==> src/rtl/hazard_ctrl.sv <==
// Pipeline hazard controller: operand forwarding, load-use stall, branch flush,
// memory-wait stall with sticky timeout and a saturating stall-cycle counter.
module hazard_ctrl #(
  parameter int unsigned CNT_W = 16,
  parameter int unsigned TMO   = 255
) (
  input  logic             clk,
  input  logic             rst,
  input  logic [3:0]       dRs,
  input  logic [3:0]       dRt,
  input  logic             dRsUsed,
  input  logic             dRtUsed,
  input  logic             dNOP,
  input  logic [3:0]       eRd,
  input  logic             eRdEnable,
  input  logic             eLdEnable,
  input  logic             eNOP,
  input  logic             eBranchTaken,
  input  logic [3:0]       mRd,
  input  logic             mRdEnable,
  input  logic             memBusy,
  output logic             Stall,
  output logic             Flush,
  output logic [1:0]       fwdRs,
  output logic [1:0]       fwdRt,
  output logic             memTimeout,
  output logic [CNT_W-1:0] stallCnt,
  output logic [1:0]       state
);

  localparam int unsigned      WaitW  = (TMO > 1) ? $clog2(TMO + 1) : 1;
  localparam logic [WaitW-1:0] TmoVal = WaitW'(TMO);

  typedef enum logic [1:0] {
    StRun     = 2'b00,
    StMemWait = 2'b01,
    StFlush   = 2'b10
  } state_e;

  state_e           state_q, state_d;
  logic [WaitW-1:0] wait_q, wait_d;
  logic             timeout_q, timeout_d;
  logic [CNT_W-1:0] cnt_q, cnt_d;

  logic rs_live, rt_live, rs_ex, rt_ex, rs_mem, rt_mem;
  logic ex_fwd_ok, lu, br;

  // A "live" operand is a real read of a nonzero register; r0 never hazards.
  assign rs_live   = dRsUsed & ~dNOP & (dRs != 4'd0);
  assign rt_live   = dRtUsed & ~dNOP & (dRt != 4'd0);
  assign rs_ex     = rs_live & (eRd == dRs);
  assign rt_ex     = rt_live & (eRd == dRt);
  assign rs_mem    = rs_live & mRdEnable & (mRd == dRs);
  assign rt_mem    = rt_live & mRdEnable & (mRd == dRt);
  assign ex_fwd_ok = ~eNOP & eRdEnable & ~eLdEnable;
  assign lu        = ~eNOP & eLdEnable & eRdEnable & (rs_ex | rt_ex);
  assign br        = eBranchTaken & ~eNOP;

  always_ff @(posedge clk or posedge rst) begin
    if (rst) begin
      state_q   <= StRun;
      wait_q    <= '0;
      timeout_q <= 1'b0;
      cnt_q     <= '0;
    end else begin
      state_q   <= state_d;
      wait_q    <= wait_d;
      timeout_q <= timeout_d;
      cnt_q     <= cnt_d;
    end
  end

  always_comb begin
    state_d = StRun;
    unique case (state_q)
      StRun: begin
        if (memBusy)  state_d = StMemWait;
        else if (br)  state_d = StFlush;
        else          state_d = StRun;
      end
      StMemWait: state_d = memBusy ? StMemWait : StRun;
      // A branch seen here is a flushed bubble, so it is ignored.
      StFlush:   state_d = memBusy ? StMemWait : StRun;
      default:   state_d = StRun;
    endcase
  end

  always_comb begin
    Stall = 1'b0;
    Flush = 1'b0;
    fwdRs = 2'b00;
    fwdRt = 2'b00;
    unique case (state_q)
      StRun: begin
        Stall = memBusy | (lu & ~br);
        Flush = ~memBusy & br;
      end
      StMemWait: Stall = memBusy | (lu & ~br);
      StFlush: begin
        Stall = memBusy;
        Flush = 1'b1;
      end
      default: ;
    endcase
    if (rs_ex & ex_fwd_ok)  fwdRs = 2'b01;
    else if (rs_mem)        fwdRs = 2'b10;
    if (rt_ex & ex_fwd_ok)  fwdRt = 2'b01;
    else if (rt_mem)        fwdRt = 2'b10;
    if (rst) begin
      Stall = 1'b0;
      Flush = 1'b0;
      fwdRs = 2'b00;
      fwdRt = 2'b00;
    end
  end

  always_comb begin
    wait_d    = '0;
    timeout_d = timeout_q;
    if (state_q == StMemWait && memBusy) begin
      wait_d = (wait_q == TmoVal) ? wait_q : wait_q + WaitW'(1);
      if (wait_d == TmoVal) timeout_d = 1'b1;
    end
    cnt_d = (Stall && cnt_q != '1) ? cnt_q + CNT_W'(1) : cnt_q;
  end

  assign memTimeout = timeout_q;
  assign stallCnt   = cnt_q;
  assign state      = state_q;

endmodule
==> config.mk <==
export PLATFORM = sky130hd
export DESIGN_NAME = hazard_ctrl
export DESIGN_NICKNAME = d
export VERILOG_FILES = /design/src/rtl/hazard_ctrl.sv
export SDC_FILE = /design/constraint.sdc
export NUM_CORES = 1
export LEC_CHECK = 0
export ABC_CLOCK_PERIOD_IN_PS = 4780
export CORE_MARGIN = 5
export CORE_UTILIZATION = 50
export CTS_BUF_LIST = sky130_fd_sc_hd__clkbuf_8
export CTS_CLUSTER_SIZE = 40
export DETAILED_ROUTE_END_ITERATION = 10
export PLACE_DENSITY = 0.89
export SLEW_MARGIN = 20
export SYNTH_ARGS = -nofsm -noshare
export SYNTH_HDL_FRONTEND = slang
export SYNTH_SLANG_ARGS = --single-unit
==> constraint.sdc <==
create_clock -name clk -period 4.78 [get_ports clk]
set_input_delay 0.717 -clock clk [delete_from_list [all_inputs] [get_ports clk]]
set_output_delay 0.717 -clock clk [all_outputs]
set_load 0.02 [all_outputs]
Word level (Yosys, flattened, before mapping)
Cells that the tools add are included.

Reductions and logical operators: 8. $add $sub $neg: 2. Div/mod/pow operators: 0. $lt $le $gt $ge: 0. Multipliers: 0. Shift-type cells: 0. Eq/ne operators: 9. Bitwise operators: 27. Mux-type cells: 16.

Operators with widths (number): 1-bit AND (20); 16-bit by 1-bit adder with 16-bit output (second input constant) (1); 4-bit == test (4); 8-bit == test (second input constant) (2); 2-bit two-way mux (8); 8-bit two-way mux (2); 16-bit != test (second input constant) (1); 8-bit by 1-bit adder with 8-bit output (second input constant) (1); 4-bit nonzero test (2); 1-bit inverter (5); 1-bit one-hot mux with 2 select lines (2); 2-bit one-hot mux with 2 select lines (1); 2-bit OR reduction (2); 1-bit two-way mux (3); 2-bit by 1-bit == test with 1-bit output (second input constant) (1); 2-bit == test (second input constant) (1); 1-bit logical AND (2); 2-bit zero test (1); 1-bit OR (2); 2-bit AND reduction (1).

Bits in registers: 27. RAM bits: 0. Latch bits: 0. Bits of input ports: 27. Memories: 0. ROM bits: 0.

Logic depth before layout (Yosys ltp)
Gate-level depths: netlist of the first run.

Depth in word-level cells: 11. Gate-level depth with buffers: 9. Depth with buffers taken out: 8.

Worst setup path before layout of the first run
OpenSTA, ideal clock, no wires.

Path type: input -> output. Start: input rst. End: output fwdRt[1]. Arrival time: 2591 ps. Data required time: 4063 ps. Stages: 3. Slack: 1472 ps. Path buffers: 0. Cell sequence: inv_1 > nand3_1 > a2111oi_0.

Cells in the longest elaborated chain, start to end: 1.

RTL lines: start: declaration (line 8) `input logic rst,`; 2-bit two-way mux (line 109) `if (rst) begin`; end: declaration (line 25) `output logic [1:0] fwdRt,`.

No other way between the ends.

Final worst setup path of the first run
Start: input eNOP. End: output Stall.

Cells in the longest elaborated chain, start to end: 8. Elaborated cells on any way between the ends: 10. Classes of those cells: mux: 2; bitwise: 8.

RTL lines: start: declaration (line 17) `input logic eNOP,`; 1-bit inverter * (line 56, 57); 1-bit AND (3 in series) (line 56) `assign lu = ~eNOP & eLdEnable & eRdEnable & (rs_ex | rt_ex);`; 1-bit AND * (line 95, 98); 1-bit OR * (line 95, 98); 1-bit one-hot mux with 2 select lines * (line 93) `unique case (state_q)`; 1-bit two-way mux * (line 109); end: declaration (line 22) `output logic Stall,`.

Every way passes the cells marked *; elsewhere a longest branch is shown, timed or not.

==> results.yml, run 1 <==
flow_run:
  maxCapViolCount: 0
power:
  p_leak_nw: 0.896
  power.total_mw: 0.599
  irDropWorstVdd_uv: 209
  p_comb_share_pct: 31.1
  seqPwrFrac_pct: 46.9
  p_int_mw: 0.407
  power.density_mw_per_mm2: 251
  power_frac_clock_pct: 22.0
  power.switching_mw: 0.192
  swShare_pct: 32.1
synthesis:
  synth-edff-count: 0
  syn-num-nets: 215
  yosys_most_used_dff: "dfrtp_1"
  synthTopCellsByArea: "dfrtp_1 38%, xnor2_1 13%, nand3_2 4.5%, ha_1 4.2%, nor2_1 3.8%"
  postSynthAreaPerCell_um2: 9.82
  seq_area_frac_synth_pct: 37.8
  synth_seq_cells: 27
  async_reset_ff_share_pct: 100
  synth.top_cell.area_share_pct: 37.8
  synth.cell_area_mm2: 0.00179
  ys_types: 40
  yosys_warnings: 0
  syn_inst: 182
  synth_largest_area_cell: "dfrtp_1"
min_path:
  holdPathStages: 1
  hold_path.class: "reg2reg"
  hp-start: "memTimeout$_DFFE_PP0P_"
  min_to: "memTimeout$_DFFE_PP0P_"
setup_path:
  slowest_stage: "clkdlybuf4s50_1"
  crit_arrival_ns: 2.94
  cpMostUsedCell: "clkdlybuf4s50_1"
  critical_path_class: "in2out"
  crit_fanout: 16
  cp_cell_sequence: "clkdlybuf4s50_1 -> nand2b_1 -> nor4b_1 -> and3_1 -> a211o_4 -> and2_1 -> clkdlybuf4s50_1"
  rrSetupSlack_ns: 2.50
  endpoint_kind: "output pin"
  slowest_delay_ns: 0.60
  reg2reg_to: "stallCnt[1]$_DFFE_PP0P_"
  rr_worst_depth: 8
  cp-start-kind: "input port"
  worstReg2RegStart: "state[1]$_DFF_PP0_"
  required_ns: 4.06
sta:
  tns_ns: 0
  min_period_over_period_pct: 76.6
  fin_skew_ns: 0.00187
  rsz0062_at_grt: "false"
  setup_viol: 0
  fmax_mhz: 273
  finalMaxSlewViolations: 0
  relSlewSlack_pct: 60.6
  hold_slack_ns: 0.488
  min_period_ns: 3.66
  worst_slew_pin_slew_ns: 0.592
  hold_viol_final: 0
outcome:
  run_status: "finished, final reports clean"
detailed_routing:
  dr.pass1.iters: 4
  wire_per_inst_um: 15.5
  drt-initial-drc-count: 98
  ant_nets: 0
  avgViaCountPerCell: 5.61
  wl_um: 4350
  vias: 1577
  drc: 0
floorplanning:
  die_w_um: 69.8
  dieArea_mm2: 0.00487
  io_pins: 52
  dieHeight_um: 69.8
  initial_core_util_pct: 52.8
  num_rows: 21
  core_region_area_mm2: 0.00339
finish:
  fin_util_pct: 70.4
  diodes: 0
  areaGrowthSynthToFinish_pct: 33.5
  layout-drive-gt1-share_pct: 8.51
  nNetsFinal: 269
  fin_cells: 281
  fillers: 254
clock_network:
  clock_sinks: 27
  post_cts_buffers: 0
  cts_hold_buf: 0
  postCtsResizedCells: 0
  clock-root-buffer: "clkbuf_8"
  path_clk_slew_ns: 0.09
  clk_latency_ns: 0.27
  tritoncts: "yes"
  clockBufferDepth: 2
  cts_made_buffers: 3
  h-tree-depth: 1
grt:
  grt_pass1_wl_um: 7490
  track_usage_pct: 18.5
  antenna_found_initial: 0
  grt_max_degree: 28
  globalRoute.totalOverflow: 0
  grt_pass1_vias: 1593
place:
  gp_congestion: 1.00
  placed_cells: 277
  place_hpwl_um: 3460
  io_buffers: 51
stage by stage:
stage / cell area (µm²) / setup WS, ns
after floorplan: 1790 / 1.47
after global placement: 2340 / 1.14
after detailed placement: 2340 / 1.13
after CTS: 2390 / 1.11
after global routing: 2390 / 0.939
final: 2390 / 1.12
power by group through the flow:
stage / combinational, mW / sequential [mW] / clock [mW]
detailed placement: 0.188 / 0.286 / 0
floorplan: 0.0723 / 0.307 / 0
finish: 0.186 / 0.281 / 0.132
CTS: 0.189 / 0.281 / 0.134
global placement: 0.184 / 0.283 / 0
global route: 0.201 / 0.285 / 0.144
sequential cells by signal, summed over array words and instances (netlist names):
name and flops:
memTimeout 1, stallCnt 16, state 2, wait_q 8
Yosys cell counts, types with 2 or more instances:
library cell / n
a211oi_1: 2
a21oi_1: 2
a31oi_1: 2
and3_1: 6
and4_1: 3
buf_2: 2
buf_6: 2
dfrtp_1: 27
ha_1: 6
inv_1: 6
mux2i_1: 2
nand2_1: 12
nand2b_1: 2
nand3_1: 8
nand3_2: 8
nand4_1: 9
nand4_2: 2
nor2_1: 18
nor3_1: 5
nor3b_1: 4
nor4_1: 3
o211ai_1: 2
xnor2_1: 26
xor2_1: 7
logic make-up after synthesis:
kind of cell / count (synthesis) / share of synthesized area (%)
compound gates: 15 / 6.79
fa+ha+maj: 6 / 4.20
flops: 27 / 37.8
mux: 3 / 1.75
simple gates: 87 / 29.3
xor+xnor: 34 / 17.1
buf+inv: 10 / 3.08
area by class of cell:
class / instances / area [µm²] / share of cell area [%]
tap: 46 / 57.6 / 2.41
clock buffer: 3 / 41.3 / 1.73
multi-input combinational: 145 / 1060 / 44.3
timing repair buffer: 53 / 526 / 22.0
clock inverter: 1 / 7.51 / 0.314
inverter: 6 / 22.5 / 0.943
sequential: 27 / 676 / 28.3
per-layer routing:
metal	vias to the layer above	share of wire [%]	track usage, %
met4	0	1.6	4.68
met3	8	4.0	2.46
met2	47	52	32.3
met1	766	42	24.1
li1	756	-	-
met5	-	0	0
critical path, delay by kind of cell:
kind                   cells  cell delay [ns]
and+or+nand+nor            4             0.99
AOI/OAI and AO/OA          1             0.23
buffers and inverters      2             1.00
worst max path at each step:
stage / slack [ns] / to / from
3_3_place_gp: 1.14 / Stall / eNOP
3_5_place_dp: 1.13 / Stall / eNOP
4_1_cts: 1.11 / Stall / eNOP
6_report: 1.12 / Stall / eNOP
5_1_grt: 0.94 / Stall / eNOP
2_1_floorplan: 1.47 / fwdRt[1] / rst
cells in the final DEF, fill, tap and decap left out, types with 2 or more instances in the layout:
cell	instances
inv_1	6
nand3_1	8
mux2i_1	2
nor3b_1	4
a211oi_1	2
nor3_1	5
dfrtp_1	27
o211ai_1	2
nor4_1	3
clkdlybuf4s50_1	51
nor2_1	18
xor2_1	7
nand2_1	12
nand3_2	8
a21oi_1	2
nand4_2	2
nand2b_1	2
buf_4	2
and4_1	3
xnor2_1	26
ha_1	6
clkbuf_8	3
and3_1	6
a31oi_1	2
nand4_1	9
No activity file was read; power rests on OpenSTA's default activity.
==> run 2: changes to the inputs <==
ABC_CLOCK_PERIOD_IN_PS = 3600   (was 4780)
CORE_UTILIZATION = 49   (was 50)
PLACE_DENSITY = 0.87   (was 0.89)
clock period = 3.6 ns   (was 4.78 ns; I/O delays follow)
==> run 2 against run 1 <==
Net effect: critical path depth unchanged; highest routed layer unchanged; largest cell class unchanged; die area up 1.7%; final area up 0.31%; sequential cell count unchanged; register-to-register slack worse by 1.3 ns; global-route usage down 1.3 points; total power up 32%.
==> results.yml, run 2 (same netlist as run 1, synthesis figures left out) <==
outcome:
  run_status: "finished, final reports clean"
power:
  power.total_mw: 0.793
  p_leak_nw: 0.905
  irDropWorstVdd_uv: 446
  power.density_mw_per_mm2: 331
detailed_routing:
  vias: 1526
  ant_nets: 0
  drc: 0
  dr.pass1.iters: 4
  wl_um: 4110
  avgViaCountPerCell: 5.37
  wire_per_inst_um: 14.5
  drt-initial-drc-count: 82
sta:
  tns_ns: 0
  relSlewSlack_pct: 62.2
  rsz0062_at_grt: "false"
  hold_viol_final: 0
  worst_slew_pin_slew_ns: 0.567
  fmax_mhz: 306
  fin_skew_ns: 0.00321
  min_period_ns: 3.27
  min_period_over_period_pct: 90.9
  finalMaxSlewViolations: 0
  setup_viol: 0
clock_network:
  clockBufferDepth: 2
  clk_latency_ns: 0.27
  path_clk_slew_ns: 0.09
  cts_made_buffers: 3
  post_cts_buffers: 0
  cts_hold_buf: 0
  h-tree-depth: 1
  postCtsResizedCells: 0
  clock-root-buffer: "clkbuf_8"
  tritoncts: "yes"
  clock_sinks: 27
setup_path:
  endpoint_kind: "output pin"
  cp-start-kind: "input port"
  slowest_stage: "clkdlybuf4s50_1"
  cpMostUsedCell: "clkdlybuf4s50_1"
  required_ns: 3.06
  crit_fanout: 3
  slowest_delay_ns: 0.53
  critical_path_class: "in2out"
  cp_cell_sequence: "clkdlybuf4s50_1 -> nor4_1 -> nor3b_1 -> and4_1 -> a211o_4 -> and2_1 -> clkdlybuf4s50_1"
  crit_arrival_ns: 2.73
grt:
  track_usage_pct: 17.2
  grt_max_degree: 28
  grt_pass1_wl_um: 7110
  grt_pass1_vias: 1516
  globalRoute.totalOverflow: 0
  antenna_found_initial: 0
floorplanning:
  dieArea_mm2: 0.00496
  core_region_area_mm2: 0.00361
  initial_core_util_pct: 49.6
  dieHeight_um: 70.4
  io_pins: 52
  num_rows: 22
  die_w_um: 70.4
finish:
  diodes: 0
  nNetsFinal: 270
  final-seq-area_um2: 676
  areaGrowthSynthToFinish_pct: 33.9
  largest_reg_flops: 16
  fillers: 283
  multi_input_area_mm2: 0.00106
  most-common-layout-cells: "51 x clkdlybuf4s50_1, 27 x dfrtp_1, 26 x xnor2_1, 18 x nor2_1, 12 x nand2_1"
  final_common_cell: "clkdlybuf4s50_1"
  layout-drive-gt1-share_pct: 8.90
place:
  io_buffers: 51
  gp_congestion: 0.860
  place_hpwl_um: 3240
min_path:
  hold_path.class: "reg2reg"
flow_run:
  maxCapViolCount: 0
==> run 2: cell count changes in the layout (fill, tap and decap cells not counted) <==
cell / delta
clkinvlp_4: -1
clkinv_2: +1
buf_4: +1
==> run 2: area by class of cell <==
| cell class | count | share of cell area (%) |
|---|---|---|
| Clock inverter | 1 | 0.209 |
| Clock buffer | 3 | 1.72 |
| Timing Repair Buffer | 54 | 22.3 |
| Multi-Input combinational cell | 145 | 44.1 |
| Inverter | 6 | 0.940 |
| Sequential cell | 27 | 28.2 |
| Tap cell | 48 | 2.51 |
==> run 2: power breakdown <==
part	total, mW	internal, mW	leakage [nW]	switching [mW]
clock	0.170	0.0775	0.0255	0.0929
combinational	0.250	0.130	0.513	0.120
sequential	0.373	0.334	0.366	0.0397
==> run 2: critical path: cells and delay by family <==
| family | cells | cell delay [ns] |
|---|---|---|
| compound gates | 1 | 0.35 |
| buf+inv | 2 | 1.02 |
| simple gates | 4 | 0.81 |
==> run 2: routing by layer <==
layer	vias to the layer above	track usage, %	wire length [µm]
met1	716	24.6	1920
met5	-	0	0
met3	2	4.32	219
met4	0	1.70	17
met2	48	27.3	1950
li1	760	-	-
==> run 2: path summary, 6_finish.rpt <==
path / start / endpoint / slack (ns) / cells past startpoint
worst max-delay path: dRs[1] / Stall / 0.33 / 7
worst min-delay path: memTimeout$_DFFE_PP0P_ / memTimeout$_DFFE_PP0P_ / 0.48 / 1
worst max register to register: state[0]$_DFF_PP0_ / stallCnt[1]$_DFFE_PP0P_ / 1.23 / 9
worst min register to register: memTimeout$_DFFE_PP0P_ / memTimeout$_DFFE_PP0P_ / 0.48 / 1
max in group asynchronous: rst / stallCnt[13]$_DFFE_PP0P_ / 2.49 / 3
min in group asynchronous: rst / memTimeout$_DFFE_PP0P_ / 0.85 / 3
==> run 2: metrics by stage <==
stage | cells | instance area (µm²) | utilization (%) | hold WS, ns | setup slack (ns)
2_1_floorplan | 182 | 1790 | - | 0.492 | 0.646
3_3_place_gp | 280 | 2350 | 65.1 | 0.451 | 0.411
3_5_place_dp | 280 | 2350 | 65.1 | 0.466 | 0.360
4_1_cts | 284 | 2390 | 66.4 | 0.487 | 0.352
5_1_grt | 284 | 2390 | 66.4 | 0.510 | 0.265
6_report | 284 | 2390 | 66.4 | 0.476 | 0.328
==> run 3: changes to the inputs <==
REMOVE_ABC_BUFFERS = 1   (was default)
==> run 3 against run 2 <==
Net effect: register-to-register slack is essentially flat; sequential power is essentially flat; first-iteration DRC count rose by 66%; clock power is 5% higher; die area unchanged; final cell count stayed put; largest cell class unchanged.
==> results.yml, run 3 (same netlist as run 1, synthesis figures left out) <==
finish:
  diodes: 0
  nNetsFinal: 270
  areaGrowthSynthToFinish_pct: 34.1
  fin_cells: 284
  layout-drive-gt1-share_pct: 8.90
  largest_reg_flops: 16
  final_common_cell: "clkdlybuf4s50_1"
  fin_util_pct: 66.5
  most-common-layout-cells: "51 x clkdlybuf4s50_1, 27 x dfrtp_1, 26 x xnor2_1, 18 x nor2_1, 12 x nand2_1"
grt:
  antenna_found_initial: 0
  track_usage_pct: 17.7
  grt_pass1_wl_um: 7340
  grt_max_degree: 27
  globalRoute.totalOverflow: 0
  grt_pass1_vias: 1634
floorplanning:
  die_w_um: 70.4
  dieArea_mm2: 0.00496
  core_region_area_mm2: 0.00361
  num_rows: 22
  initial_core_util_pct: 49.6
  io_pins: 52
  dieHeight_um: 70.4
place:
  place_hpwl_um: 3330
  io_buffers: 51
  placed_cells: 280
  gp_congestion: 0.849
sta:
  min_period_ns: 3.25
  finalMaxSlewViolations: 0
  worst_slew_pin_slew_ns: 0.576
  hold_slack_ns: 0.493
  fmax_mhz: 308
  min_period_over_period_pct: 90.2
  tns_ns: 0
  setup_viol: 0
  rsz0062_at_grt: "false"
  fin_skew_ns: 0.00989
  relSlewSlack_pct: 61.6
  hold_viol_final: 0
clock_network:
  cts_hold_buf: 0
  clk_latency_ns: 0.27
  post_cts_buffers: 0
  cts_made_buffers: 3
  path_clk_slew_ns: 0.10
  clockBufferDepth: 2
  clock_sinks: 27
  postCtsResizedCells: 0
  h-tree-depth: 1
  clock-root-buffer: "clkbuf_8"
  tritoncts: "yes"
power:
  power.density_mw_per_mm2: 334
  irDropWorstVdd_uv: 314
  p_leak_nw: 0.901
setup_path:
  cp-start-kind: "input port"
  endpoint_kind: "output pin"
  crit_fanout: 3
  critical_path_class: "in2out"
  crit_arrival_ns: 2.71
  required_ns: 3.06
detailed_routing:
  wl_um: 4170
  vias: 1542
  dr.pass1.iters: 4
  avgViaCountPerCell: 5.43
  wire_per_inst_um: 14.7
  drt-initial-drc-count: 136
  drc: 0
  ant_nets: 0
flow_run:
  maxCapViolCount: 0
min_path:
  hold_path.class: "reg2reg"
outcome:
  run_status: "finished, final reports clean"
==> run 3: cell types whose count changed in the layout (fill, tap and decap cells not counted), sizes merged <==
cell,before,now
clkinv,1,0
clkinvlp,0,1
==> run 3: worst max-delay path, cell delays in order <==
cell and delay [ns]:
clkdlybuf4s50_1 0.48, nor4_1 0.35, nor3b_1 0.11, and4_1 0.20, a211o_4 0.35, and2_1 0.14
clkdlybuf4s50_1 0.54
==> run 3: worst paths after layout <==
path	start	cells after the start	slack, ns	endpoint
max reg2reg	state[1]$_DFF_PP0_	9	1.24	stallCnt[1]$_DFFE_PP0P_
max in group asynchronous	rst	3	2.44	stallCnt[4]$_DFFE_PP0P_
max	dRs[0]	7	0.35	Stall
min	memTimeout$_DFFE_PP0P_	1	0.49	memTimeout$_DFFE_PP0P_
min in group asynchronous	rst	2	0.60	state[1]$_DFF_PP0_
min reg2reg	memTimeout$_DFFE_PP0P_	1	0.49	memTimeout$_DFFE_PP0P_
==> run 3: report_power, final <==
part / total (mW) / internal (mW) / switching [mW]
logic: 0.249 / 0.129 / 0.120
clock network: 0.178 / 0.0785 / 0.0995
registers: 0.373 / 0.334 / 0.0392
==> run 3: metal layers <==
layer	routed length (µm)	GRT usage (%)	up-vias	part of all wire [%]
li1	-	-	757	-
met1	1960	23.3	749	47
met2	2080	30.7	34	50
met3	121	2.88	2	2.9
met4	9	3.40	0	0.22
met5	0	0	-	0
==> run 3: area by class of cell <==
| cell class | instances | area (µm²) |
|---|---|---|
| Fill cell | 305 | 1210 |
| Multi-Input combinational cell | 145 | 1060 |
| Sequential cell | 27 | 676 |
| Timing Repair Buffer | 54 | 533 |
| Tap cell | 48 | 60.1 |
| Clock buffer | 3 | 41.3 |
| Inverter | 6 | 22.5 |
| Clock inverter | 1 | 7.51 |
==> run 3: through the flow <==
| stage | total power [mW] | setup slack (ns) | instance area, µm² |
|---|---|---|---|
| after floorplan | 0.500 | 0.646 | 1760 |
| after detailed placement | 0.628 | 0.364 | 2350 |
| after global routing | 0.842 | 0.248 | 2400 |
| after CTS | 0.804 | 0.354 | 2400 |
| final | 0.800 | 0.351 | 2400 |
| after global placement | 0.623 | 0.441 | 2350 |
